File: config.mk
export PLATFORM = sky130hd
export DESIGN_NAME = csr_arb_mux_flat
export DESIGN_NICKNAME = d
export VERILOG_FILES = /design/src/rtl/csr_arb_mux_if.sv /design/src/rtl/csr_arb_mux.sv /design/src/flat_wrapper.sv
export SDC_FILE = /design/constraint.sdc
export NUM_CORES = 1
export LEC_CHECK = 0
export ABC_AREA = 1
export CORE_AREA = 8 8 209 211
export CTS_CLUSTER_DIAMETER = 50
export DETAILED_ROUTE_END_ITERATION = 10
export DIE_AREA = 0 0 217 219
export HOLD_SLACK_MARGIN = 0.12
export PLACE_DENSITY = 0.51
export SYNTH_ARGS = -nofsm -noshare
export SYNTH_HDL_FRONTEND = slang
export SYNTH_SLANG_ARGS = --single-unit
File: constraint.sdc
create_clock -name clk -period 6.6 [get_ports clk]
set_input_delay 1.32 -clock clk [delete_from_list [all_inputs] [get_ports clk]]
set_output_delay 1.32 -clock clk [all_outputs]
set_load 0.05 [all_outputs]
File: src/rtl/csr_arb_mux_if.sv
// Bundled CSR master-side and slave-side channels for the N-to-1 CSR arbiter.
// The slave modport is the arbiter's view; the master modport is the surrounding environment's view.
interface csr_arb_mux_if #(
  parameter int unsigned NUM_M  = 4,
  parameter int unsigned ADDR_W = 32,
  parameter int unsigned DATA_W = 32,
  parameter int unsigned PRIV_W = 2
);
  localparam int unsigned STRB_W = DATA_W / 8;

  logic [NUM_M-1:0]        m_req_valid;
  logic [NUM_M-1:0]        m_req_write;
  logic [NUM_M*ADDR_W-1:0] m_req_addr;
  logic [NUM_M*DATA_W-1:0] m_req_wdata;
  logic [NUM_M*STRB_W-1:0] m_req_wstrb;
  logic [NUM_M*PRIV_W-1:0] m_req_priv;
  logic [NUM_M-1:0]        m_req_ready;
  logic [NUM_M-1:0]        m_rsp_valid;
  logic [NUM_M-1:0]        m_rsp_ready;
  logic [NUM_M*DATA_W-1:0] m_rsp_rdata;
  logic [NUM_M-1:0]        m_rsp_fault;
  logic [NUM_M-1:0]        m_rsp_side_effect;

  logic                    s_req_valid;
  logic                    s_req_write;
  logic [ADDR_W-1:0]       s_req_addr;
  logic [DATA_W-1:0]       s_req_wdata;
  logic [STRB_W-1:0]       s_req_wstrb;
  logic [PRIV_W-1:0]       s_req_priv;
  logic                    s_req_ready;
  logic                    s_rsp_valid;
  logic [DATA_W-1:0]       s_rsp_rdata;
  logic                    s_rsp_fault;
  logic                    s_rsp_side_effect;
  logic                    s_rsp_ready;

  modport slave (
    input  m_req_valid, m_req_write, m_req_addr, m_req_wdata, m_req_wstrb, m_req_priv,
    output m_req_ready,
    output m_rsp_valid, m_rsp_rdata, m_rsp_fault, m_rsp_side_effect,
    input  m_rsp_ready,
    output s_req_valid, s_req_write, s_req_addr, s_req_wdata, s_req_wstrb, s_req_priv,
    input  s_req_ready,
    input  s_rsp_valid, s_rsp_rdata, s_rsp_fault, s_rsp_side_effect,
    output s_rsp_ready
  );

  modport master (
    output m_req_valid, m_req_write, m_req_addr, m_req_wdata, m_req_wstrb, m_req_priv,
    input  m_req_ready,
    input  m_rsp_valid, m_rsp_rdata, m_rsp_fault, m_rsp_side_effect,
    output m_rsp_ready,
    input  s_req_valid, s_req_write, s_req_addr, s_req_wdata, s_req_wstrb, s_req_priv,
    output s_req_ready,
    output s_rsp_valid, s_rsp_rdata, s_rsp_fault, s_rsp_side_effect,
    input  s_rsp_ready
  );
endinterface

File: src/rtl/csr_arb_mux.sv
// Round-robin N-to-1 CSR arbiter: one registered request slot toward the slave and
// an ID FIFO that routes in-order responses back to the granted master.
module csr_arb_mux #(
  parameter  int unsigned NUM_M   = 4,
  parameter  int unsigned ADDR_W  = 32,
  parameter  int unsigned DATA_W  = 32,
  parameter  int unsigned PRIV_W  = 2,
  parameter  int unsigned MAX_OUT = 4,
  localparam int unsigned CNT_W   = $clog2(MAX_OUT + 1),
  localparam int unsigned IDX_W   = $clog2(NUM_M)
) (
  input  logic             clk,
  input  logic             rst_n,
  csr_arb_mux_if.slave     bus,
  output logic [CNT_W-1:0] outstanding,
  output logic             err_unexp_rsp,
  input  logic             err_clr
);
  localparam int unsigned STRB_W = DATA_W / 8;
  localparam int unsigned PTR_W  = (MAX_OUT > 1) ? $clog2(MAX_OUT) : 1;

  function automatic logic [IDX_W-1:0] wrap_idx(input int unsigned v);
    return IDX_W'(v % NUM_M);
  endfunction

  function automatic logic [PTR_W-1:0] ptr_inc(input logic [PTR_W-1:0] p);
    return (p == PTR_W'(MAX_OUT - 1)) ? '0 : p + PTR_W'(1);
  endfunction

  logic              s_req_valid_q, s_req_valid_d;
  logic              s_req_write_q, s_req_write_d;
  logic [ADDR_W-1:0] s_req_addr_q,  s_req_addr_d;
  logic [DATA_W-1:0] s_req_wdata_q, s_req_wdata_d;
  logic [STRB_W-1:0] s_req_wstrb_q, s_req_wstrb_d;
  logic [PRIV_W-1:0] s_req_priv_q,  s_req_priv_d;
  logic [IDX_W-1:0]  rr_q,          rr_d;
  logic [PTR_W-1:0]  wr_ptr_q,      wr_ptr_d;
  logic [PTR_W-1:0]  rd_ptr_q,      rd_ptr_d;
  logic [CNT_W-1:0]  cnt_q,         cnt_d;
  logic              err_q,         err_d;
  logic [IDX_W-1:0]  id_mem_q [MAX_OUT];

  logic              any_valid;
  logic [IDX_W-1:0]  win_idx;
  logic              slot_free;
  logic              grant;
  logic [IDX_W-1:0]  head;
  logic              fifo_nonempty;
  logic              rsp_ready;
  logic              pop;
  logic              unexp;

  // First valid master at or after the round-robin pointer.
  always_comb begin
    any_valid = 1'b0;
    win_idx   = '0;
    for (int unsigned k = 0; k < NUM_M; k++) begin
      if (!any_valid && bus.m_req_valid[wrap_idx(32'(rr_q) + k)]) begin
        any_valid = 1'b1;
        win_idx   = wrap_idx(32'(rr_q) + k);
      end
    end
  end

  // Grant uses only registered count, never the response path.
  always_comb begin
    slot_free     = !s_req_valid_q || bus.s_req_ready;
    grant         = rst_n && slot_free && (cnt_q < CNT_W'(MAX_OUT)) && any_valid;
    head          = id_mem_q[rd_ptr_q];
    fifo_nonempty = (cnt_q != '0);
    rsp_ready     = 1'b0;
    if (rst_n) begin
      rsp_ready = fifo_nonempty ? bus.m_rsp_ready[head] : 1'b1;
    end
    pop   = rst_n && fifo_nonempty && bus.s_rsp_valid && rsp_ready;
    unexp = rst_n && !fifo_nonempty && bus.s_rsp_valid;
  end

  always_comb begin
    s_req_valid_d = s_req_valid_q;
    s_req_write_d = s_req_write_q;
    s_req_addr_d  = s_req_addr_q;
    s_req_wdata_d = s_req_wdata_q;
    s_req_wstrb_d = s_req_wstrb_q;
    s_req_priv_d  = s_req_priv_q;
    rr_d          = rr_q;
    wr_ptr_d      = wr_ptr_q;
    rd_ptr_d      = rd_ptr_q;
    cnt_d         = cnt_q;
    err_d         = err_q;

    if (grant) begin
      s_req_valid_d = 1'b1;
      s_req_write_d = bus.m_req_write[win_idx];
      s_req_addr_d  = bus.m_req_addr[32'(win_idx) * ADDR_W +: ADDR_W];
      s_req_wdata_d = bus.m_req_wdata[32'(win_idx) * DATA_W +: DATA_W];
      s_req_wstrb_d = bus.m_req_wstrb[32'(win_idx) * STRB_W +: STRB_W];
      s_req_priv_d  = bus.m_req_priv[32'(win_idx) * PRIV_W +: PRIV_W];
      rr_d          = wrap_idx(32'(win_idx) + 32'd1);
      wr_ptr_d      = ptr_inc(wr_ptr_q);
    end else if (bus.s_req_ready) begin
      s_req_valid_d = 1'b0;
    end

    if (pop) begin
      rd_ptr_d = ptr_inc(rd_ptr_q);
    end

    case ({grant, pop})
      2'b10:   cnt_d = cnt_q + CNT_W'(1);
      2'b01:   cnt_d = cnt_q - CNT_W'(1);
      default: cnt_d = cnt_q;
    endcase

    // A new unexpected response outranks a clear in the same cycle.
    if (unexp) begin
      err_d = 1'b1;
    end else if (err_clr) begin
      err_d = 1'b0;
    end
  end

  always_ff @(posedge clk or negedge rst_n) begin
    if (!rst_n) begin
      s_req_valid_q <= 1'b0;
      s_req_write_q <= 1'b0;
      s_req_addr_q  <= '0;
      s_req_wdata_q <= '0;
      s_req_wstrb_q <= '0;
      s_req_priv_q  <= '0;
      rr_q          <= '0;
      wr_ptr_q      <= '0;
      rd_ptr_q      <= '0;
      cnt_q         <= '0;
      err_q         <= 1'b0;
      for (int unsigned i = 0; i < MAX_OUT; i++) begin
        id_mem_q[i] <= '0;
      end
    end else begin
      s_req_valid_q <= s_req_valid_d;
      s_req_write_q <= s_req_write_d;
      s_req_addr_q  <= s_req_addr_d;
      s_req_wdata_q <= s_req_wdata_d;
      s_req_wstrb_q <= s_req_wstrb_d;
      s_req_priv_q  <= s_req_priv_d;
      rr_q          <= rr_d;
      wr_ptr_q      <= wr_ptr_d;
      rd_ptr_q      <= rd_ptr_d;
      cnt_q         <= cnt_d;
      err_q         <= err_d;
      if (grant) begin
        id_mem_q[wr_ptr_q] <= win_idx;
      end
    end
  end

  assign bus.m_req_ready       = grant ? (NUM_M'(1) << win_idx) : '0;
  assign bus.m_rsp_valid       = (rst_n && fifo_nonempty && bus.s_rsp_valid) ? (NUM_M'(1) << head) : '0;
  assign bus.m_rsp_rdata       = {NUM_M{bus.s_rsp_rdata}};
  assign bus.m_rsp_fault       = {NUM_M{bus.s_rsp_fault}};
  assign bus.m_rsp_side_effect = {NUM_M{bus.s_rsp_side_effect}};
  assign bus.s_rsp_ready       = rsp_ready;

  assign bus.s_req_valid = s_req_valid_q;
  assign bus.s_req_write = s_req_write_q;
  assign bus.s_req_addr  = s_req_addr_q;
  assign bus.s_req_wdata = s_req_wdata_q;
  assign bus.s_req_wstrb = s_req_wstrb_q;
  assign bus.s_req_priv  = s_req_priv_q;

  assign outstanding   = cnt_q;
  assign err_unexp_rsp = err_q;
endmodule

File: src/flat_wrapper.sv
// flat-port wrapper written by rule: the top's interface ports become plain ports
module csr_arb_mux_flat 
#(
  parameter  int unsigned NUM_M   = 4,
  parameter  int unsigned ADDR_W  = 32,
  parameter  int unsigned DATA_W  = 32,
  parameter  int unsigned PRIV_W  = 2,
  parameter  int unsigned MAX_OUT = 4,
  localparam int unsigned CNT_W   = $clog2(MAX_OUT + 1),
  localparam int unsigned IDX_W   = $clog2(NUM_M)
)
  (clk, rst_n, outstanding, err_unexp_rsp, err_clr, bus_m_req_valid, bus_m_req_write, bus_m_req_addr, bus_m_req_wdata, bus_m_req_wstrb, bus_m_req_priv, bus_m_req_ready, bus_m_rsp_valid, bus_m_rsp_rdata, bus_m_rsp_fault, bus_m_rsp_side_effect, bus_m_rsp_ready, bus_s_req_valid, bus_s_req_write, bus_s_req_addr, bus_s_req_wdata, bus_s_req_wstrb, bus_s_req_priv, bus_s_req_ready, bus_s_rsp_valid, bus_s_rsp_rdata, bus_s_rsp_fault, bus_s_rsp_side_effect, bus_s_rsp_ready);
  csr_arb_mux_if #(.NUM_M(NUM_M), .ADDR_W(ADDR_W), .DATA_W(DATA_W), .PRIV_W(PRIV_W)) bus_i ();
  input  logic clk;
  input  logic rst_n;
  output logic [CNT_W-1:0] outstanding;
  output logic err_unexp_rsp;
  input  logic err_clr;
  input wire logic [$bits(bus_i.m_req_valid)-1:0] bus_m_req_valid;
  input wire logic [$bits(bus_i.m_req_write)-1:0] bus_m_req_write;
  input wire logic [$bits(bus_i.m_req_addr)-1:0] bus_m_req_addr;
  input wire logic [$bits(bus_i.m_req_wdata)-1:0] bus_m_req_wdata;
  input wire logic [$bits(bus_i.m_req_wstrb)-1:0] bus_m_req_wstrb;
  input wire logic [$bits(bus_i.m_req_priv)-1:0] bus_m_req_priv;
  output wire logic [$bits(bus_i.m_req_ready)-1:0] bus_m_req_ready;
  output wire logic [$bits(bus_i.m_rsp_valid)-1:0] bus_m_rsp_valid;
  output wire logic [$bits(bus_i.m_rsp_rdata)-1:0] bus_m_rsp_rdata;
  output wire logic [$bits(bus_i.m_rsp_fault)-1:0] bus_m_rsp_fault;
  output wire logic [$bits(bus_i.m_rsp_side_effect)-1:0] bus_m_rsp_side_effect;
  input wire logic [$bits(bus_i.m_rsp_ready)-1:0] bus_m_rsp_ready;
  output wire logic [$bits(bus_i.s_req_valid)-1:0] bus_s_req_valid;
  output wire logic [$bits(bus_i.s_req_write)-1:0] bus_s_req_write;
  output wire logic [$bits(bus_i.s_req_addr)-1:0] bus_s_req_addr;
  output wire logic [$bits(bus_i.s_req_wdata)-1:0] bus_s_req_wdata;
  output wire logic [$bits(bus_i.s_req_wstrb)-1:0] bus_s_req_wstrb;
  output wire logic [$bits(bus_i.s_req_priv)-1:0] bus_s_req_priv;
  input wire logic [$bits(bus_i.s_req_ready)-1:0] bus_s_req_ready;
  input wire logic [$bits(bus_i.s_rsp_valid)-1:0] bus_s_rsp_valid;
  input wire logic [$bits(bus_i.s_rsp_rdata)-1:0] bus_s_rsp_rdata;
  input wire logic [$bits(bus_i.s_rsp_fault)-1:0] bus_s_rsp_fault;
  input wire logic [$bits(bus_i.s_rsp_side_effect)-1:0] bus_s_rsp_side_effect;
  output wire logic [$bits(bus_i.s_rsp_ready)-1:0] bus_s_rsp_ready;
  assign bus_i.m_req_valid = bus_m_req_valid;
  assign bus_i.m_req_write = bus_m_req_write;
  assign bus_i.m_req_addr = bus_m_req_addr;
  assign bus_i.m_req_wdata = bus_m_req_wdata;
  assign bus_i.m_req_wstrb = bus_m_req_wstrb;
  assign bus_i.m_req_priv = bus_m_req_priv;
  assign bus_m_req_ready = bus_i.m_req_ready;
  assign bus_m_rsp_valid = bus_i.m_rsp_valid;
  assign bus_m_rsp_rdata = bus_i.m_rsp_rdata;
  assign bus_m_rsp_fault = bus_i.m_rsp_fault;
  assign bus_m_rsp_side_effect = bus_i.m_rsp_side_effect;
  assign bus_i.m_rsp_ready = bus_m_rsp_ready;
  assign bus_s_req_valid = bus_i.s_req_valid;
  assign bus_s_req_write = bus_i.s_req_write;
  assign bus_s_req_addr = bus_i.s_req_addr;
  assign bus_s_req_wdata = bus_i.s_req_wdata;
  assign bus_s_req_wstrb = bus_i.s_req_wstrb;
  assign bus_s_req_priv = bus_i.s_req_priv;
  assign bus_i.s_req_ready = bus_s_req_ready;
  assign bus_i.s_rsp_valid = bus_s_rsp_valid;
  assign bus_i.s_rsp_rdata = bus_s_rsp_rdata;
  assign bus_i.s_rsp_fault = bus_s_rsp_fault;
  assign bus_i.s_rsp_side_effect = bus_s_rsp_side_effect;
  assign bus_s_rsp_ready = bus_i.s_rsp_ready;
  csr_arb_mux #(.NUM_M(NUM_M), .ADDR_W(ADDR_W), .DATA_W(DATA_W), .PRIV_W(PRIV_W), .MAX_OUT(MAX_OUT)) u_core (.clk(clk), .rst_n(rst_n), .bus(bus_i), .outstanding(outstanding), .err_unexp_rsp(err_unexp_rsp), .err_clr(err_clr));
endmodule
; ---- Word level (Yosys, flattened, before mapping)
; Index checks and enable logic that the tools add are counted.
[word_totals]
input_bits = 331
register_bits = 90
out_inout_bits = 221
word_cells = 104
[op_classes]
order_cmp = 10
reduce_logical = 22
n_shift = 6
n_eq_ne = 4
n_addsub = 8
mux = 37
bitwise_logic = 2
[ops]
columns = operator, count
row1 = indexed part select 128 x 8 -> 32 bit, 2
row2 = "< comparator 2 x 3 -> 1 bit, second input constant", 6
row3 = 2-to-1 mux 2 bit, 9
row4 = 2-to-1 mux 1 bit, 16
row5 = indexed part select 16 x 5 -> 4 bit, 1
row6 = binary-select mux 1 bit (select 2 bit), 6
row7 = logical AND 1 bit, 12
row8 = "adder 2 x 1 -> 2 bit, second input constant", 4
row9 = bitwise mux 8 bit, 1
row10 = 2-to-1 mux 4 bit, 2
row11 = indexed part select 8 x 4 -> 2 bit, 1
row12 = "left shift 1 x 2 -> 4 bit, first input constant", 2
row13 = "== test 2 bit, second input constant", 3
row14 = ">= comparator 3 bit, second input constant", 2
row15 = NOT 2 -> 3 bit, 2
row16 = one-hot mux 3 bit (2 select lines), 1
row17 = nonzero test 2 bit, 3
row18 = logical NOT 1 bit, 5
row19 = "adder 2 bit, second input constant", 2
row20 = binary-select mux 2 bit (select 2 bit), 1
row21 = demux 2 bit (select 2 bit), 1
row22 = "adder 3 x 1 -> 3 bit, second input constant", 1
row23 = "< comparator 3 x 1 -> 1 bit, second input constant", 1
row24 = "< comparator 3 bit, second input constant", 1
row25 = other kinds (4), 4

; ---- Depth between registers and ports, before layout
; Gate-level depths: netlist of the first run.
[depth]
depth_word = 15
mapped_depth = 18
mapped_depth_nobuf = 17

; ---- Worst setup path after synthesis of the first run
; OpenSTA, ideal clock, no wires.
[synth_timing]
path_kind = input-to-output
from = input bus_m_req_valid[3]
to = output bus_m_req_ready[0]
n_path_buf = 1
required_ns = 5.280
arrival_ns = 3.171
setup_slack_ns = 2.109
cell_stages = 11
path_cell_list = inv_1 nand2_1 nand3_1 nand2_1 nor2_4 nand4_1 nand2_1 clkbuf_1 ha_1 inv_1 nor2_1
[synth_between]
elab_chain_len = 14
elab_cells_between_ends = 25
classes_between = shift: 1 / mux: 17 / reduce/logical: 7
[synth_rtl]
columns = item, line_no
row1 = start: declaration, flat_wrapper.sv:19  ; input wire logic [$bits(bus_i.m_req_valid)-1:0] bus_m_req_valid;
row2 = binary-select mux 1 bit (select 2 bit), csr_arb_mux.sv:58  ; if (!any_valid && bus.m_req_valid[wrap_idx(32'(rr_q) + k)]) begin
row3 = 2-to-1 mux 1 bit (implied by the code), csr_arb_mux.sv:58
row4 = 2-to-1 mux 1 bit, csr_arb_mux.sv:58
row5 = logical NOT 1 bit, csr_arb_mux.sv:58
row6 = logical AND 1 bit, csr_arb_mux.sv:58
row7 = 2-to-1 mux 1 bit, csr_arb_mux.sv:58
row8 = logical NOT 1 bit, csr_arb_mux.sv:58
row9 = logical AND 1 bit, csr_arb_mux.sv:58
row10 = 2-to-1 mux 1 bit, csr_arb_mux.sv:58
row11 = logical NOT 1 bit, csr_arb_mux.sv:58
row12 = logical AND 1 bit, csr_arb_mux.sv:58
row13 = 2-to-1 mux 2 bit / 2-to-1 mux 1 bit (equally long branches), csr_arb_mux.sv:58
row14 = left shift 1 x 2 -> 4 bit / logical AND 1 bit (equally long branches), "csr_arb_mux.sv:157, csr_arb_mux.sv:68"
row15 = 2-to-1 mux 4 bit (*), csr_arb_mux.sv:157  ; assign bus.m_req_ready = grant ? (NUM_M'(1) << win_idx) : '0;
row16 = end: declaration, flat_wrapper.sv:25  ; output wire logic [$bits(bus_i.m_req_ready)-1:0] bus_m_req_ready;
; Every way passes the cells marked *; elsewhere a longest branch is shown, timed or not. The select of a mux whose other input is x is not followed.

; ---- Worst setup path after layout of the first run
[layout_timing]
from = input bus_m_req_valid[1]
to = output bus_m_req_ready[3]
; Same word-level chain as after synthesis.

==> results of run 1 <==
==> final cells by class <==
| class | instances | share of cell area |
|---|---|---|
| multi-input cells | 928 | 0.339 |
| flip-flops and latches | 90 | 0.191 |
| clock buffers | 13 | 0.0221 |
| clock inverters | 3 | 0.00202 |
| well taps | 532 | 0.0565 |
| repair buffers | 391 | 0.334 |
| inverters | 172 | 0.0550 |
==> registers in the layout, indices dropped and copies added, names as in the netlist <==
register / flops
u_core.err_unexp_rsp: 1
u_core.bus.s_req_valid: 1
u_core.bus.s_req_wdata: 32
u_core.wr_ptr_q: 2
u_core.id_mem_q: 8
u_core.bus.s_req_wstrb: 4
u_core.outstanding: 3
u_core.rd_ptr_q: 2
u_core.rr_q: 2
u_core.bus.s_req_addr: 32
u_core.bus.s_req_write: 1
u_core.bus.s_req_priv: 2
==> cells by family (layout without fill, tap and decap cells) <==
group	Yosys count	count (layout)	synth area share
simple gates	892	892	0.444
buf+inv	388	579	0.249
flops	90	90	0.272
compound gates	23	23	0.0148
fa+ha+maj	11	11	0.0175
xor+xnor	2	2	0.00212
==> stage by stage <==
stage / cell area [µm²] / total power, mW
after floorplan: 8280 / 5.15
after global placement: 11500 / 6.64
final: 11800 / 7.04
after CTS: 11800 / 7.22
after global routing: 11800 / 7.81
after detailed placement: 11500 / 6.66
==> layout by cell type, fill, tap and decap left out <==
cell type and n:
nand2_1 644, clkdlybuf4s50_1 376, nand3_1 224, inv_1 169
dfrtp_1 90, o21ai_0 18, ha_1 10, buf_4 10
clkbuf_16 9, nor2_1 8, nor3_1 5, buf_12 5
or2_2 4, nand2_4 3, nand3_4 2, clkinv_2 2
xnor2_1 2, clkbuf_1 2, clkinvlp_4 2, clkbuf_8 2
inv_2 1, nor2_4 1, o21ai_1 1, nand4_1 1
a32oi_1 1, o21a_1 1, o22ai_1 1, a21oi_1 1
fa_1 1, clkinv_4 1
==> path summary, 6_finish.rpt <==
| check | from | endpoint | slack (ns) | depth (start not counted) |
|---|---|---|---|---|
| worst max register to register | u_core.rr_q[0] | u_core.outstanding[2] | 2.94 | 15 |
| worst min-delay path | u_core.bus.s_req_wstrb[3] | u_core.bus.s_req_wstrb[3] | 0.48 | 2 |
| worst min register to register | u_core.bus.s_req_wstrb[3] | u_core.bus.s_req_wstrb[3] | 0.48 | 2 |
| min in group asynchronous | rst_n | u_core.bus.s_req_addr[28] | 0.99 | 1 |
| worst max-delay path | bus_m_req_valid[1] | bus_m_req_ready[3] | 1.66 | 13 |
| max in group asynchronous | rst_n | u_core.bus.s_req_wdata[8] | 4.52 | 2 |
==> metal layers <==
metal / up-vias / part of all wire / global-route usage
li1: 4492 / - / -
met1: 3977 / 0.42 / 0.159
met2: 326 / 0.48 / 0.232
met3: 61 / 0.075 / 0.0431
met4: 0 / 0.032 / 0.0498
met5: - / 0 / 0
==> power breakdown <==
part           switching [mW]  internal [mW]
registers               0.165          0.827
clock network           0.232          0.278
logic                    3.82           1.71
total                    4.22           2.82
==> worst max-delay path, stage by stage <==
cell	delay (ns)
clkdlybuf4s50_1	0.41
inv_1	0.08
nand2_1	0.08
nand3_1	0.13
nand2_1	0.12
nor2_4	0.18
nand4_1	0.16
nand2_4	0.46
clkinv_2	0.15
ha_1	0.21
inv_1	0.05
nor2_1	0.06
buf_12	0.18
==> summary.md, run 1 <==
| Metric | Value |
|---|---|
| Worst-path maximum fanout | 41 |
| Post-synth top cells | nand2_1 (646), nand3_1 (224), inv_1 (170) |
| Cts hold-fix bufs | 0 |
| Max Root-Sink Buffers | 2 |
| Maxcap violations | 0 |
| Top_reg_cell synth | dfrtp_1 |
| Synth top area cells | nand2_1 (29%), dfrtp_1 (27%), nand3_1 (14%), buf_4 (13%), inv_1 (7.7%) |
| Total grt overflow | 0 |
| Die W | 217 µm |
| Core Util, Final | 0.292 |
| DRC violations left | 0 |
| Mapped Nets | 1748 |
| # fillers | 4616 |
| CTS tree | built |
| Final std cells w/o fill | 2129 |
| Critical Path AT | 3.62 ns |
| Dpl ws | 1.67 ns |
| Diode count | 0 |
| Count leader, synth | nand2_1 |
| Relative slew slack | 0.390 |
| Kind of critical path | input port to output pin |
| Hold Vio Cnt, Final | 0 |
| Worst hold slack | 0.478 ns |
| Clock skew | 0.00895 ns |
| # rows | 74 |
| Post-placement cell count | 2113 |
| DR pass1 iterations | 5 |
| Post-CTS Setup Inserts | 0 |
| CP endpoint kind | output pin |
| Hold crit path type | register to register |
| VDD IR max | 0.497 mV |
| Placer Congestion | 0.848 |
| Mean Syn Cell Area | 5.89 µm² |
| Setup TNS | 0 ns |
| P per Cell Area | 598 nW/µm² |
| Final slew viol count | 0 |
| Post-Syn Area | 8280 µm² |
| Die Ht | 219 µm |
| DR WL/cell | 15.9 µm |
| Seq cells post-synth | 90 |
| Syn Inst Count | 1406 |
| Req. time, crit path | 5.28 ns |
| FMAX | 202 MHz |
| Static leakage power | 6.16 nW |
| Status | completed |
| CTS Sinks | 90 |
| Htree depth | 3 |
| Root Buffer | clkbuf_16 |
| Core region area | 40400 µm² |
| Post-Route WL | 33.8 mm |
| Vias | 8856 |
| Area grow syn2layout | 42.2% |
| Clk_lat worst skew | 0.35 ns |
| Post-synthesis async set-or-reset flop share | 1.00 |
| Fin crit share | 0.748 |
| DPL Wire Length | 25.5 mm |
| Vias in the first global route | 9052 |
| Footprint of the multi-input gates | 3990 µm² |
| Largest net degree at the start of global routing | 77 |
| RSZ-0062 raised after global routing | no |
| Clk slew on worst S/H paths | 0.06 ns |
| Tmin final | 4.94 ns |
| Initial drt markers | 395 |
| Share of layout cells above drive strength 1 | 0.0263 |
| Antenna Violating Nets Remaining | 0 |
| Post-synth top area cell | nand2_1 |
| Vias/cell | 4.16 |
| Synth Warn # | 0 |
| CP Launch Type | input port |
| Initial Utilization | 0.205 |
| Worst Slack Setup Final | 1.66 ns |
| Die area | 47500 µm² |
| Port Buffers | 381 |
| Post-synthesis sequential area ratio | 0.272 |
| Worst-Margin Slew | 0.915 ns |
| Top-level port count | 552 |
| # setup viols final | 0 |
| Area share of the largest cell type after synthesis | 0.293 |
| FF/Latch Area | 2250 µm² |
| Post-cts resize count | 0 |
| Number of enable flip-flop cells after synthesis | 0 |
| First-pass GRT wire length | 51.5 mm |
| CTS Buf Count | 9 |
| Initial antenna violation count | 1 |
| Final nets | 1934 |
| Synth cell types | 27 |
| Tot GR Track Use | 0.136 |
No activity file was read; power rests on OpenSTA's default activity.
==> run 2, diff against run 1 <==
- CORE_AREA: 8 8 209 211 -> 8 8 211 213
- DIE_AREA: 0 0 217 219 -> 0 0 219 221
- PLACE_DENSITY: 0.51 -> 0.5
- clock period: 6.6 -> 4.6 ns (I/O delays scaled with it)
==> run 2 against run 1 <==
Via count is 0.14% lower; flip-flop and latch count stayed put; cell count is 0.56% higher; setup slack worse by 0.85 ns; critical endpoint is now bus_m_req_ready[2]; first-iteration DRC count is 18% lower; die area is 1.8% higher; combinational power is 45% higher; core utilization is 0.46 points lower; non-clock buffer count is 5 higher; critical path depth is 1 higher.
==> summary.md, run 2 (synthesis results as in run 1) <==
| Metric | Value |
|---|---|
| Status | completed (unchanged) |
| DR pass1 iterations | 5 (unchanged) |
| Initial Utilization | 0.201 (was 0.205) |
| Vias | 8844 (was 8856) |
| # rows | 75 (was 74) |
| Worst hold slack | 0.478 ns (about the same) |
| Clk_lat worst skew | 0.37 ns (was 0.35 ns) |
| Area grow syn2layout | 43.2% (was 42.2%) |
| DPL Wire Length | 25.9 mm (was 25.5 mm) |
| # setup viols final | 0 (unchanged) |
| Most frequent cells in the layout | nand2_1 (644), clkdlybuf4s50_1 (376), nand3_1 (224) (unchanged) |
| Relative slew slack | 0.392 (was 0.390) |
| Tmin final | 3.79 ns |
| Crit-path slowest cell | clkdlybuf4s50_1 (was nand2_4) |
| Critical Path AT | 2.87 ns (was 3.62 ns) |
| Root Buffer | clkbuf_16 (unchanged) |
| Maxcap violations | 0 (unchanged) |
| Post-CTS Setup Inserts | 0 (unchanged) |
| Static leakage power | 6.20 nW (was 6.16 nW) |
| RSZ-0062 raised after global routing | no (unchanged) |
| DRC violations left | 0 (unchanged) |
| P per Cell Area | 863 nW/µm² (was 598 nW/µm²) |
| Core region area | 41300 µm² (was 40400 µm²) |
| Largest net degree at the start of global routing | 82 (was 77) |
| Diode count | 0 (unchanged) |
| FF/Latch Area | 2250 µm² (unchanged) |
| Worst-Margin Slew | 0.913 ns (was 0.915 ns) |
| Dpl cell area | 11600 µm² (was 11500 µm²) |
| CP Launch Type | input port (unchanged) |
| VDD IR max | 0.777 mV (was 0.497 mV) |
| Final slew viol count | 0 (unchanged) |
| CTS tree | built (unchanged) |
| Vias/cell | 4.13 (was 4.16) |
| CP endpoint kind | output pin (unchanged) |
| Critical path cell sequence | clkdlybuf4s50_1 > inv_1 > nand2_1 > nand3_1 > nand2_1 > nor2_4 > nand3_1 > nand3_1 > nand2_4 > clkinv_2 > ha_1 > inv_1 > nor2_1 > buf_12 (was clkdlybuf4s50_1 > inv_1 > nand2_1 > nand3_1 > nand2_1 > nor2_4 > nand4_1 > nand2_4 > clkinv_2 > ha_1 > inv_1 > nor2_1 > buf_12) |
| Cell count of the worst reg-to-reg path | 14 (was 15) |
| Worst-path maximum fanout | 7 (was 41) |
| Req. time, crit path | 3.68 ns (was 5.28 ns) |
| Total power | 10.2 mW (was 7.04 mW) |
| Initial antenna violation count | 3 (was 1) |
| Clk slew on worst S/H paths | 0.07 ns (was 0.06 ns) |
| Tot GR Track Use | 0.137 (was 0.136) |
| Footprint of the multi-input gates | 3990 µm² (unchanged) |
| Placer Congestion | 0.841 (was 0.848) |
| Post-cts resize count | 0 (unchanged) |
| Worst path max stage delay | 0.42 ns (was 0.46 ns) |
| Worst Hold End | u_core.bus.s_req_addr[3] (was u_core.bus.s_req_wstrb[3]) |
| Top-level port count | 552 (unchanged) |
| Hold Crit Start | u_core.bus.s_req_addr[3] (was u_core.bus.s_req_wstrb[3]) |
| Worst Hold Depth | 2 (unchanged) |
| Die W | 219 µm (was 217 µm) |
| Share of layout cells above drive strength 1 | 0.0306 (was 0.0263) |
| Fin crit share | 0.824 |
| Max Root-Sink Buffers | 2 (unchanged) |
| # fillers | 4689 (was 4616) |
| Final nets | 1939 (was 1934) |
| Htree depth | 3 (unchanged) |
| Port Buffers | 381 (unchanged) |
| Total grt overflow | 0 (unchanged) |
| CTS Sinks | 90 (unchanged) |
| Setup TNS | 0 ns (unchanged) |
| Initial drt markers | 322 (was 395) |
| First-pass GRT wire length | 52.6 mm (was 51.5 mm) |
| Crit path top cell by count | nand3_1 |
| FMAX | 264 MHz |
| Die Ht | 221 µm (was 219 µm) |
| Final std cells w/o fill | 2141 (was 2129) |
| Antenna Violating Nets Remaining | 0 (unchanged) |
| CTS Buf Count | 9 (unchanged) |
| R2R Path Start | u_core.rr_q[0] (unchanged) |
| Kind of critical path | input port to output pin (unchanged) |
| Clock skew | 0.0150 ns (was 0.00895 ns) |
| Vias in the first global route | 9423 (was 9052) |
| Post-route cell area | 11900 µm² (was 11800 µm²) |
| Setup slack, reg-to-reg | 1.51 ns (was 2.94 ns) |
| Cts hold-fix bufs | 0 (unchanged) |
| Post-placement cell count | 2125 (was 2113) |
| Post-Route WL | 33.7 mm (was 33.8 mm) |
| Hold Vio Cnt, Final | 0 (unchanged) |
| Hold crit path type | register to register (unchanged) |
| Worst R2R End | u_core.outstanding[2] (unchanged) |
| Leading cell type in the layout, fill and taps excluded | nand2_1 (unchanged) |
| DR WL/cell | 15.7 µm (was 15.9 µm) |
| Die area | 48400 µm² (was 47500 µm²) |
-- run 2: changes by cell type in the layout (fill, tap and decap cells not counted) --
cell	previous run	this run
clkinvlp_4	2	1
inv_8	0	3
clkbuf_1	2	0
buf_4	10	13
clkbuf_8	2	0
buf_12	5	7
inv_6	0	2
-- run 2: stage by stage --
stage | setup WS [ns] | util
final | 0.808 | 0.287
after global routing | 0.628 | 0.287
after CTS | 0.798 | 0.287
after detailed placement | 0.805 | 0.280
after global placement | 0.872 | 0.280
after floorplan | 0.909 | -
-- run 2: worst max path at each step --
stage / slack [ns] / start / to
global route: 0.63 / bus_m_req_valid[2] / bus_m_req_ready[3]
finish: 0.81 / bus_m_req_valid[1] / bus_m_req_ready[2]
floorplan: 0.91 / bus_m_req_valid[3] / bus_m_req_ready[0]
CTS: 0.80 / bus_m_req_valid[1] / bus_m_req_ready[2]
detailed placement: 0.81 / bus_m_req_valid[1] / bus_m_req_ready[2]
global placement: 0.87 / bus_m_req_valid[1] / bus_m_req_ready[2]
-- run 2: metal layers --
layer	vias up	wire length, µm	GRT usage
met5	-	38	0
met4	6	996	0.0527
met3	66	2860	0.0453
met2	331	15900	0.233
met1	3947	13900	0.156
li1	4494	-	-
-- run 2: where the power goes --
part	switching [mW]	internal [mW]	total (mW)
combinational	5.50	2.54	8.04
clock	0.387	0.384	0.771
sequential	0.238	1.19	1.42
-- run 2: layout make-up --
cell class,count,share of cell area
Clock buffer,9,0.0190
Clock inverter,7,0.00570
Inverter,172,0.0547
Multi-Input combinational cell,928,0.336
Sequential cell,90,0.190
Tap cell,539,0.0569
Timing Repair Buffer,396,0.337
-- run 2: critical path, delay by kind of cell --
kind | cells | cell delay (ns)
buffers and inverters | 5 | 0.79
and+or+nand+nor | 8 | 1.02
adders and majority gates | 1 | 0.14
